### src/rtl/add_sub_pkg.sv
// Shared definitions for the serial adder/subtractor.
//   state_t   : controller states (IDLE, RUN, DONE)
//   MODE_ADD  : mode encoding for A + B
//   MODE_SUB  : mode encoding for A - B (A + ~B + 1)
//   cnt_width : digit counter width, never narrower than one bit
package add_sub_pkg;

    typedef enum logic [1:0] {
        IDLE = 2'd0,
        RUN  = 2'd1,
        DONE = 2'd2
    } state_t;

    localparam logic MODE_ADD = 1'b0;
    localparam logic MODE_SUB = 1'b1;

    function automatic int cnt_width(input int n);
        return (n > 1) ? $clog2(n) : 1;
    endfunction

endpackage

### src/rtl/serial_add_sub_if.sv
// Start/done handshake and operand/result bus of the serial adder/subtractor.
//   start, mode, a, b                        : request side (master drives)
//   ready, done, result, carry_out,
//   overflow, zero                           : response side (slave drives)
interface serial_add_sub_if #(
    parameter int WIDTH = 8
) ();
    logic             start;
    logic             mode;
    logic [WIDTH-1:0] a;
    logic [WIDTH-1:0] b;
    logic             ready;
    logic             done;
    logic [WIDTH-1:0] result;
    logic             carry_out;
    logic             overflow;
    logic             zero;

    modport master (
        output start, mode, a, b,
        input  ready, done, result, carry_out, overflow, zero
    );

    modport slave (
        input  start, mode, a, b,
        output ready, done, result, carry_out, overflow, zero
    );
endinterface

### src/rtl/serial_add_sub_digit_full_adder.sv
// digit_full_adder: DIGIT one-bit full adders chained ripple-style.
//   a, b   : operand digits
//   cin    : carry into bit 0
//   sum    : sum digit
//   cout   : carry out of the top bit
//   c_top  : carry into the top bit (used for signed overflow detection)
module digit_full_adder #(
    parameter int DIGIT = 1
) (
    input  logic [DIGIT-1:0] a,
    input  logic [DIGIT-1:0] b,
    input  logic             cin,
    output logic [DIGIT-1:0] sum,
    output logic             cout,
    output logic             c_top
);
    logic [DIGIT:0] c;

    assign c[0] = cin;

    generate
        for (genvar gi = 0; gi < DIGIT; gi++) begin : g_fa
            assign sum[gi]  = a[gi] ^ b[gi] ^ c[gi];
            assign c[gi+1]  = (a[gi] & b[gi]) | (c[gi] & (a[gi] ^ b[gi]));
        end
    endgenerate

    assign cout  = c[DIGIT];
    assign c_top = c[DIGIT-1];
endmodule

### src/rtl/serial_add_sub.sv
// serial_add_sub: multi-cycle two's-complement adder/subtractor that consumes
// DIGIT operand bits per clock through a chained full-adder digit slice.
//   clk    : rising-edge clock
//   rst_n  : synchronous, active-low reset
//   bus    : slave side of serial_add_sub_if (start/mode/a/b in,
//            ready/done/result/carry_out/overflow/zero out)
// Optional build macro SERIAL_ADD_SUB_SAT_EN: clamp overflowing results to the
// signed limit (zero is computed on the clamped value).
module serial_add_sub
    import add_sub_pkg::*;
#(
    parameter int WIDTH = 8,
    parameter int DIGIT = 1
) (
    input  logic              clk,
    input  logic              rst_n,
    serial_add_sub_if.slave   bus
);
    localparam int N     = WIDTH / DIGIT;
    localparam int CNT_W = cnt_width(N);

    state_t             state_reg, state_next;
    logic [CNT_W-1:0]   cnt_reg;
    logic [WIDTH-1:0]   a_sh_reg;
    logic [WIDTH-1:0]   b_sh_reg;
    logic [WIDTH-1:0]   acc_reg;
    logic               carry_reg;
    logic [WIDTH-1:0]   result_reg;
    logic               carry_out_reg;
    logic               overflow_reg;
    logic               zero_reg;

    logic [DIGIT-1:0]       sum_digit;
    logic                   slice_cout;
    logic                   slice_ctop;
    logic [WIDTH+DIGIT-1:0] acc_cat;
    logic [WIDTH-1:0]       acc_next;
    logic [WIDTH-1:0]       final_value;
    logic                   ovf_now;
    logic                   last_digit;

    digit_full_adder #(.DIGIT(DIGIT)) u_slice (
        .a     (a_sh_reg[DIGIT-1:0]),
        .b     (b_sh_reg[DIGIT-1:0]),
        .cin   (carry_reg),
        .sum   (sum_digit),
        .cout  (slice_cout),
        .c_top (slice_ctop)
    );

    // Sum digits enter at the MSB side; after N shifts the first digit has
    // reached bit 0. The concatenation keeps this legal when DIGIT == WIDTH.
    always_comb begin
        acc_cat    = {sum_digit, acc_reg};
        acc_next   = acc_cat[WIDTH+DIGIT-1:DIGIT];
        ovf_now    = slice_ctop ^ slice_cout;
        last_digit = (cnt_reg == CNT_W'(N - 1));
`ifdef SERIAL_ADD_SUB_SAT_EN
        // On overflow the wrapped sign is the opposite of the true sign:
        // wrapped negative means positive overflow -> 0111..1, and vice versa.
        final_value = ovf_now ? {~acc_next[WIDTH-1], {(WIDTH-1){acc_next[WIDTH-1]}}}
                              : acc_next;
`else
        final_value = acc_next;
`endif
    end

    always_ff @(posedge clk) begin
        if (!rst_n) state_reg <= IDLE;
        else        state_reg <= state_next;
    end

    always_comb begin
        state_next = state_reg;
        case (state_reg)
            IDLE:    if (bus.start) state_next = RUN;
            RUN:     if (last_digit) state_next = DONE;
            DONE:    state_next = IDLE;
            default: state_next = IDLE;
        endcase
    end

    always_ff @(posedge clk) begin
        if (!rst_n) begin
            cnt_reg       <= '0;
            a_sh_reg      <= '0;
            b_sh_reg      <= '0;
            acc_reg       <= '0;
            carry_reg     <= 1'b0;
            result_reg    <= '0;
            carry_out_reg <= 1'b0;
            overflow_reg  <= 1'b0;
            zero_reg      <= 1'b0;
        end else begin
            case (state_reg)
                IDLE: begin
                    if (bus.start) begin
                        a_sh_reg  <= bus.a;
                        b_sh_reg  <= (bus.mode == MODE_SUB) ? ~bus.b : bus.b;
                        // Carry-in of 1 supplies the +1 of two's-complement negation.
                        carry_reg <= bus.mode;
                        cnt_reg   <= '0;
                        acc_reg   <= '0;
                    end
                end
                RUN: begin
                    a_sh_reg  <= a_sh_reg >> DIGIT;
                    b_sh_reg  <= b_sh_reg >> DIGIT;
                    carry_reg <= slice_cout;
                    acc_reg   <= acc_next;
                    cnt_reg   <= cnt_reg + CNT_W'(1);
                    if (last_digit) begin
                        result_reg    <= final_value;
                        carry_out_reg <= slice_cout;
                        overflow_reg  <= ovf_now;
                        zero_reg      <= (final_value == '0);
                    end
                end
                default: ;
            endcase
        end
    end

    assign bus.ready     = (state_reg == IDLE);
    assign bus.done      = (state_reg == DONE);
    assign bus.result    = result_reg;
    assign bus.carry_out = carry_out_reg;
    assign bus.overflow  = overflow_reg;
    assign bus.zero      = zero_reg;
endmodule

### src/flat_wrapper.sv
// flat-port wrapper written by rule: the top's interface ports become plain ports
module serial_add_sub_flat import add_sub_pkg::*;
#(
    parameter int WIDTH = 8,
    parameter int DIGIT = 1
)
  (clk, rst_n, bus_start, bus_mode, bus_a, bus_b, bus_ready, bus_done, bus_result, bus_carry_out, bus_overflow, bus_zero);
  serial_add_sub_if #(.WIDTH(WIDTH)) bus_i ();
  input  logic clk;
  input  logic rst_n;
  input wire logic [$bits(bus_i.start)-1:0] bus_start;
  input wire logic [$bits(bus_i.mode)-1:0] bus_mode;
  input wire logic [$bits(bus_i.a)-1:0] bus_a;
  input wire logic [$bits(bus_i.b)-1:0] bus_b;
  output wire logic [$bits(bus_i.ready)-1:0] bus_ready;
  output wire logic [$bits(bus_i.done)-1:0] bus_done;
  output wire logic [$bits(bus_i.result)-1:0] bus_result;
  output wire logic [$bits(bus_i.carry_out)-1:0] bus_carry_out;
  output wire logic [$bits(bus_i.overflow)-1:0] bus_overflow;
  output wire logic [$bits(bus_i.zero)-1:0] bus_zero;
  assign bus_i.start = bus_start;
  assign bus_i.mode = bus_mode;
  assign bus_i.a = bus_a;
  assign bus_i.b = bus_b;
  assign bus_ready = bus_i.ready;
  assign bus_done = bus_i.done;
  assign bus_result = bus_i.result;
  assign bus_carry_out = bus_i.carry_out;
  assign bus_overflow = bus_i.overflow;
  assign bus_zero = bus_i.zero;
  serial_add_sub #(.WIDTH(WIDTH), .DIGIT(DIGIT)) u_core (.clk(clk), .rst_n(rst_n), .bus(bus_i));
endmodule
### config.mk
export PLATFORM = sky130hd
export DESIGN_NAME = serial_add_sub_flat
export DESIGN_NICKNAME = d
export VERILOG_FILES = /design/src/rtl/add_sub_pkg.sv /design/src/rtl/serial_add_sub_if.sv /design/src/rtl/serial_add_sub_digit_full_adder.sv /design/src/rtl/serial_add_sub.sv /design/src/flat_wrapper.sv
export SDC_FILE = /design/constraint.sdc
export NUM_CORES = 1
export LEC_CHECK = 0
export BUFFER_PORTS_ARGS = -buffer_cell sky130_fd_sc_hd__buf_4
export CAP_MARGIN = 20
export CORE_MARGIN = 4
export CORE_UTILIZATION = 49
export DETAILED_ROUTE_END_ITERATION = 6
export PLACE_DENSITY = 0.74
export RECOVER_POWER = 100
export SETUP_SLACK_MARGIN = 0.05
export SYNTH_ARGS = -nofsm -noshare
export SYNTH_HDL_FRONTEND = slang
export SYNTH_SLANG_ARGS = --single-unit
### constraint.sdc
create_clock -name clk -period 1.3 [get_ports clk]
set_clock_uncertainty 0.05 [all_clocks]
set_input_delay 0.065 -clock clk [delete_from_list [all_inputs] [get_ports clk]]
set_output_delay 0.065 -clock clk [all_outputs]
set_load 0.01 [all_outputs]
== Yosys cells after proc, flatten, opt, wreduce, memory -nomap -nowiden ==
Cells that the tools add are included.

* Register bits after elaboration: 41
* Bits in latches: 0
* RAM bits: 0
* Memory bits (read-only): 0
* Input port bits: 20
* Output and inout bits: 13
* Word-level logic and storage cells: 43
* Memories kept: 0

* $add $sub $neg: 1
* Multipliers: 0
* Divide/modulo/power cells: 0
* $lt $le $gt $ge: 0
* Equal/unequal tests: 5
* Shift operators: 0
* Mux-type cells: 14
* Bitwise logic cells: 7
* Reduce and logical (&&, ||, !) cells: 6

{| class="wikitable"
|+ Operators with widths
! operator !! number
|-
| case mux 8 bit (2 select lines) || 3
|-
| two-way mux 8 bit || 4
|-
| zero test 8 bit || 1
|-
| inverter 8 bit || 1
|-
| case mux 3 bit (2 select lines) || 1
|-
| AND reduction 2 bit || 3
|-
| two-way mux 2 bit || 2
|-
| case mux 2 bit (2 select lines) || 1
|-
| adder 3 x 1 -> 3 bit (second input constant) || 1
|-
| equality test 3 bit (second input constant) || 1
|-
| two-way mux 3 bit || 1
|-
| XOR 1 bit || 3
|-
| bitwise AND 1 bit || 2
|-
| equality test 2 x 1 -> 1 bit (second input constant) || 1
|-
| equality test 2 bit (second input constant) || 1
|-
| zero test 2 bit || 1
|-
| inequality test 2 x 1 -> 1 bit (second input constant) || 1
|-
| inequality test 2 bit (second input constant) || 1
|-
| case mux 1 bit (2 select lines) || 1
|-
| nonzero test 2 bit || 1
|-
| two-way mux 1 bit || 1
|-
| bitwise OR 1 bit || 1
|}

== Logic depth before layout (Yosys ltp) ==
* Depth in word-level cells: 4
* Gate-level depth with buffers: 6
* Depth with buffers taken out: 5

== Cells and area by module ==
Synthesis repeated with hierarchy kept, for this count alone.

* Cell total of the unflattened synthesis: 193
* Area total of the unflattened synthesis: 1850.5 um^2

{| class="wikitable"
|+ By module, submodules not included
! module !! times used !! cells an instance !! area each (um^2)
|-
| serial_add_sub || 1 || 191 || 1823.0
|-
| digit_full_adder || 1 || 2 || 27.5
|}

== Worst setup path before layout ==
Ideal clock, no wire load.

* Path kind: register to register
* Start: register u_core.carry_reg
* End: register u_core.zero_reg (netlist: u_core.bus.zero)
* Arrival: 1288 ps
* Path slack: -109 ps
* Cell stages (with the launch flop): 5
* Path buffers: 0
* Clock period less this slack: 1409 ps
* Cell sequence: dfxtp_1 fa_1 nor4_1 nand3_1 a21oi_1

* Word-level cells in the longest chain between the ends: 2

{| class="wikitable"
|+ Ends and longest elaborated chain
! element !! RTL line !! source
|-
| start: declaration || serial_add_sub.sv:27 || <nowiki>logic carry_reg;</nowiki>
|-
| start signal: assignment || serial_add_sub.sv:101 || <nowiki>carry_reg <= bus.mode;</nowiki>
|-
| start signal: assignment || serial_add_sub.sv:109 || <nowiki>carry_reg <= slice_cout;</nowiki>
|-
| XOR 1 bit || serial_add_sub_digit_full_adder.sv:23 || <nowiki>assign sum[gi] = a[gi] ^ b[gi] ^ c[gi];</nowiki>
|-
| via u_core.sum_digit || serial_add_sub.sv:33 || <nowiki>logic [DIGIT-1:0] sum_digit;</nowiki>
|-
| zero test 8 bit || serial_add_sub.sv:116 || <nowiki>zero_reg <= (final_value == '0);</nowiki>
|-
| end signal: assignment || serial_add_sub.sv:116 ||
|-
| end: declaration || serial_add_sub.sv:31 || <nowiki>logic zero_reg;</nowiki>
|}

The timed path passes the listed nets, and every way through them passes these cells.
A chain may end at the register's enable or synchronous reset.

== Final worst setup path ==
* Start: register u_core.a_sh_reg[0]
* End: register u_core.zero_reg (netlist: u_core.bus.zero)

* Word-level cells in the longest chain between the ends: 3

{| class="wikitable"
|+ Ends and longest elaborated chain
! element !! RTL line !! source
|-
| start: declaration || serial_add_sub.sv:24 || <nowiki>logic [WIDTH-1:0] a_sh_reg;</nowiki>
|-
| start signal: assignment || serial_add_sub.sv:98 || <nowiki>a_sh_reg <= bus.a;</nowiki>
|-
| start signal: assignment || serial_add_sub.sv:107 || <nowiki>a_sh_reg <= a_sh_reg >> DIGIT;</nowiki>
|-
| XOR 1 bit (2 in series) || serial_add_sub_digit_full_adder.sv:23 ||
|-
| via u_core.sum_digit || serial_add_sub.sv:33 ||
|-
| zero test 8 bit || serial_add_sub.sv:116 ||
|}

The timed path passes the listed nets, and every way through them passes these cells.

==> reports/summary.txt <==
status: complete, but fails checks
failing checks: negative setup slack
Unique masters post-synth: 34
fmax: 0.757 GHz
Storage cell area: 810 µm²
starting density of the core: 0.524
io pins: 33
Critical Path Start Type: flop
CP required: 1.48 ns
GR Overflow Total: 0
CP startpoint: u_core.a_sh_reg[0]
multi-input logic area: 952 µm²
WL/cell: 14.0 µm
dpl ws: -0.0694 ns
crit path DAT: 1.50 ns
H-tree depth: 2
FF-to-FF Start: u_core.a_sh_reg[0]
synthesis-to-finish area growth: 27.3%
Yosys Warn Count: 0
setup_tns: -0.0212 ns
post-synthesis cell area: 1800 µm²
LEAKAGE: 0.871 nW
WS Path Type: flop to flop
Max-cap violations: 0
CP cell instances: fa_2 -> nor4_2 -> nand3_1 -> a21oi_1
min-delay src: bus_b[3]
diodes inserted: 0
CTS tree: built
DIE WIDTH: 68.7 µm
hold_ws: 0.0181 ns
number of global-route vias before repair: 1453
CP top delay family: adder cells
post-route setup slack: -0.0212 ns
Crit. End Element: flop
max incr delay on CP: 0.49 ns
Peak VDD IR: 0.571 mV
Tmin final: 1.32 ns
DRC violations left: 0
placed cell count: 268
flop and latch count out of synthesis: 40
RSZ-0062 raised after global routing: yes
Worst-path clk slew: 0.08 ns
Die H: 68.7 µm
gr usage total: 0.183
Tot Pwr: 0.00271 W
register area share after synthesis: 0.444
FP Rows: 21
critical path fanouts, max: 3
crit path max-delay cell type: fa_2
Tightest Pin Transition: 0.503 ns
syn avg cell area: 9.11 µm²
Finished Layout Cells: 285
largest net degree at the start of global routing: 32
initial antenna violation count: 0
HPWL Detailed: 2.62 mm
die footprint: 4710 µm²
Detailed Route Iter0 Violations: 84
port buffer count: 32
Setup Viol. Count Final: 1
Placer Congestion: 0.754
Total Nets Final: 261
Mapped Nets: 221
pwr dens: 1180 nW/µm²
via count: 1565
CTS Buffer Depth: 2
clk sink count: 40
core area: 3440 µm²
final critical-path share of the clock period: 1.02
final hold violation count: 0
antenna viol nets, final: 0
first-pass GRT wire length: 6.42 mm
First-pass DRT Iterations: 5
Skew-Pair Late Insertion Delay: 0.29 ns
Cells after Synth: 198
Inserted Clock Buffers: 5
Max Transition Viols Final: 0
fill cell count: 303
Root Buffer: clkbuf_8
Worst slew margin: 0.664
Buf/Inv on CP: 0
Hold Path Class: primary input to flop
routed wire length: 3.99 mm
layout cells sized above 1: 0.310
via-per-instance ratio: 5.49
-- report_power, final --
part	switching, W	internal [W]	leakage (nW)
Sequential	0.0000439	0.00128	0.329
Clock	0.000437	0.000628	0.0614
Combinational	0.000154	0.000166	0.481
-- synthesized netlist by cell type --
cell type,instances,area share
a211oi_2,1,0.0069
a21oi_1,18,0.050
a221oi_1,1,0.0049
a22oi_1,17,0.071
and3_1,1,0.0035
and3b_2,1,0.0056
and4bb_2,1,0.0069
buf_2,5,0.014
buf_4,1,0.0042
buf_6,6,0.037
clkbuf_1,4,0.0083
clkinv_1,1,0.0021
dfxtp_1,40,0.44
fa_1,1,0.011
ha_1,2,0.014
inv_1,1,0.0021
inv_2,2,0.0042
mux2i_1,2,0.011
nand2_1,28,0.058
nand2b_1,1,0.0035
nand3_1,2,0.0056
nand3b_1,1,0.0042
nor2_1,14,0.029
nor2b_1,1,0.0035
nor2b_4,1,0.0076
nor4_1,2,0.0069
o21ai_0,4,0.011
o21ai_1,12,0.033
o21bai_4,1,0.010
o221ai_1,8,0.039
o31ai_1,1,0.0042
or3b_1,8,0.039
xnor2_1,1,0.0049
xor2_1,8,0.039
-- worst reg2reg max path, stage by stage, from the launching register on --
cell and delay [ns]:
dfxtp_2 0.34, fa_2 0.49, nor4_2 0.16, nand3_1 0.10
a21oi_1 0.12
-- final cells by class --
class | instances | share of cell area
clock buffer | 6 | 0.0360
multi-input combinational | 139 | 0.415
tap | 46 | 0.0251
clock inverter | 2 | 0.0169
inverter | 4 | 0.00763
timing repair buffer | 48 | 0.147
sequential | 40 | 0.353
-- path summary, 6_finish.rpt --
path / endpoint / slack (ns) / cells past startpoint
hold / removal: u_core.b_sh_reg[3] / 0.02 / 4
hold reg to reg: u_core.bus.result[1] / 0.41 / 2
setup / recovery: u_core.bus.zero / -0.02 / 4
setup reg to reg: u_core.bus.zero / -0.02 / 4
-- kinds of logic (layout without fill, tap and decap cells) --
family,Yosys count,after routing,synth area share
buffers and inverters,20,60,0.0722
XOR/XNOR,9,9,0.0437
AND/OR/NAND/NOR,61,62,0.173
adder cells (fa/ha/maj),3,3,0.0250
flip-flops,40,40,0.444
AO/OA/AOI/OAI,63,63,0.230
multiplexers,2,2,0.0111
-- through the flow --
stage	instance area, µm²	util
6_report	2290	0.667
5_1_grt	2290	0.667
4_1_cts	2300	0.669
3_5_place_dp	2090	0.606
3_3_place_gp	2090	0.606
2_1_floorplan	1830	-
-- metal layers --
| metal | GRT usage | wire length [µm] |
|---|---|---|
| met1 | 0.220 | 1740 |
| met3 | 0.0340 | 175 |
| met4 | 0.0744 | 60 |
| met2 | 0.317 | 2020 |
| met5 | 0 | 0 |
-- placed cells by master (no fill, tap or decap), types with 6 or more instances in the layout --
cell type	instances
a21oi_1	18
a22oi_1	17
buf_4	28
clkbuf_1	13
clkbuf_8	6
dfxtp_1	33
dfxtp_2	7
nand2_1	20
nand2_2	8
nor2_1	13
o21ai_1	14
o221ai_1	8
or3b_1	7
xor2_1	8
-- what timing repair did --
action                                  CTS  global route
hold endpoints to repair                  1             0
setup buffers                             4             3
gates resized for setup                  18             9
pin swaps                                 5             6
endpoints found under the setup margin   39            34
hold buffers                              1             0
gates cloned                              1             0
No activity file was read; power rests on OpenSTA's default activity.
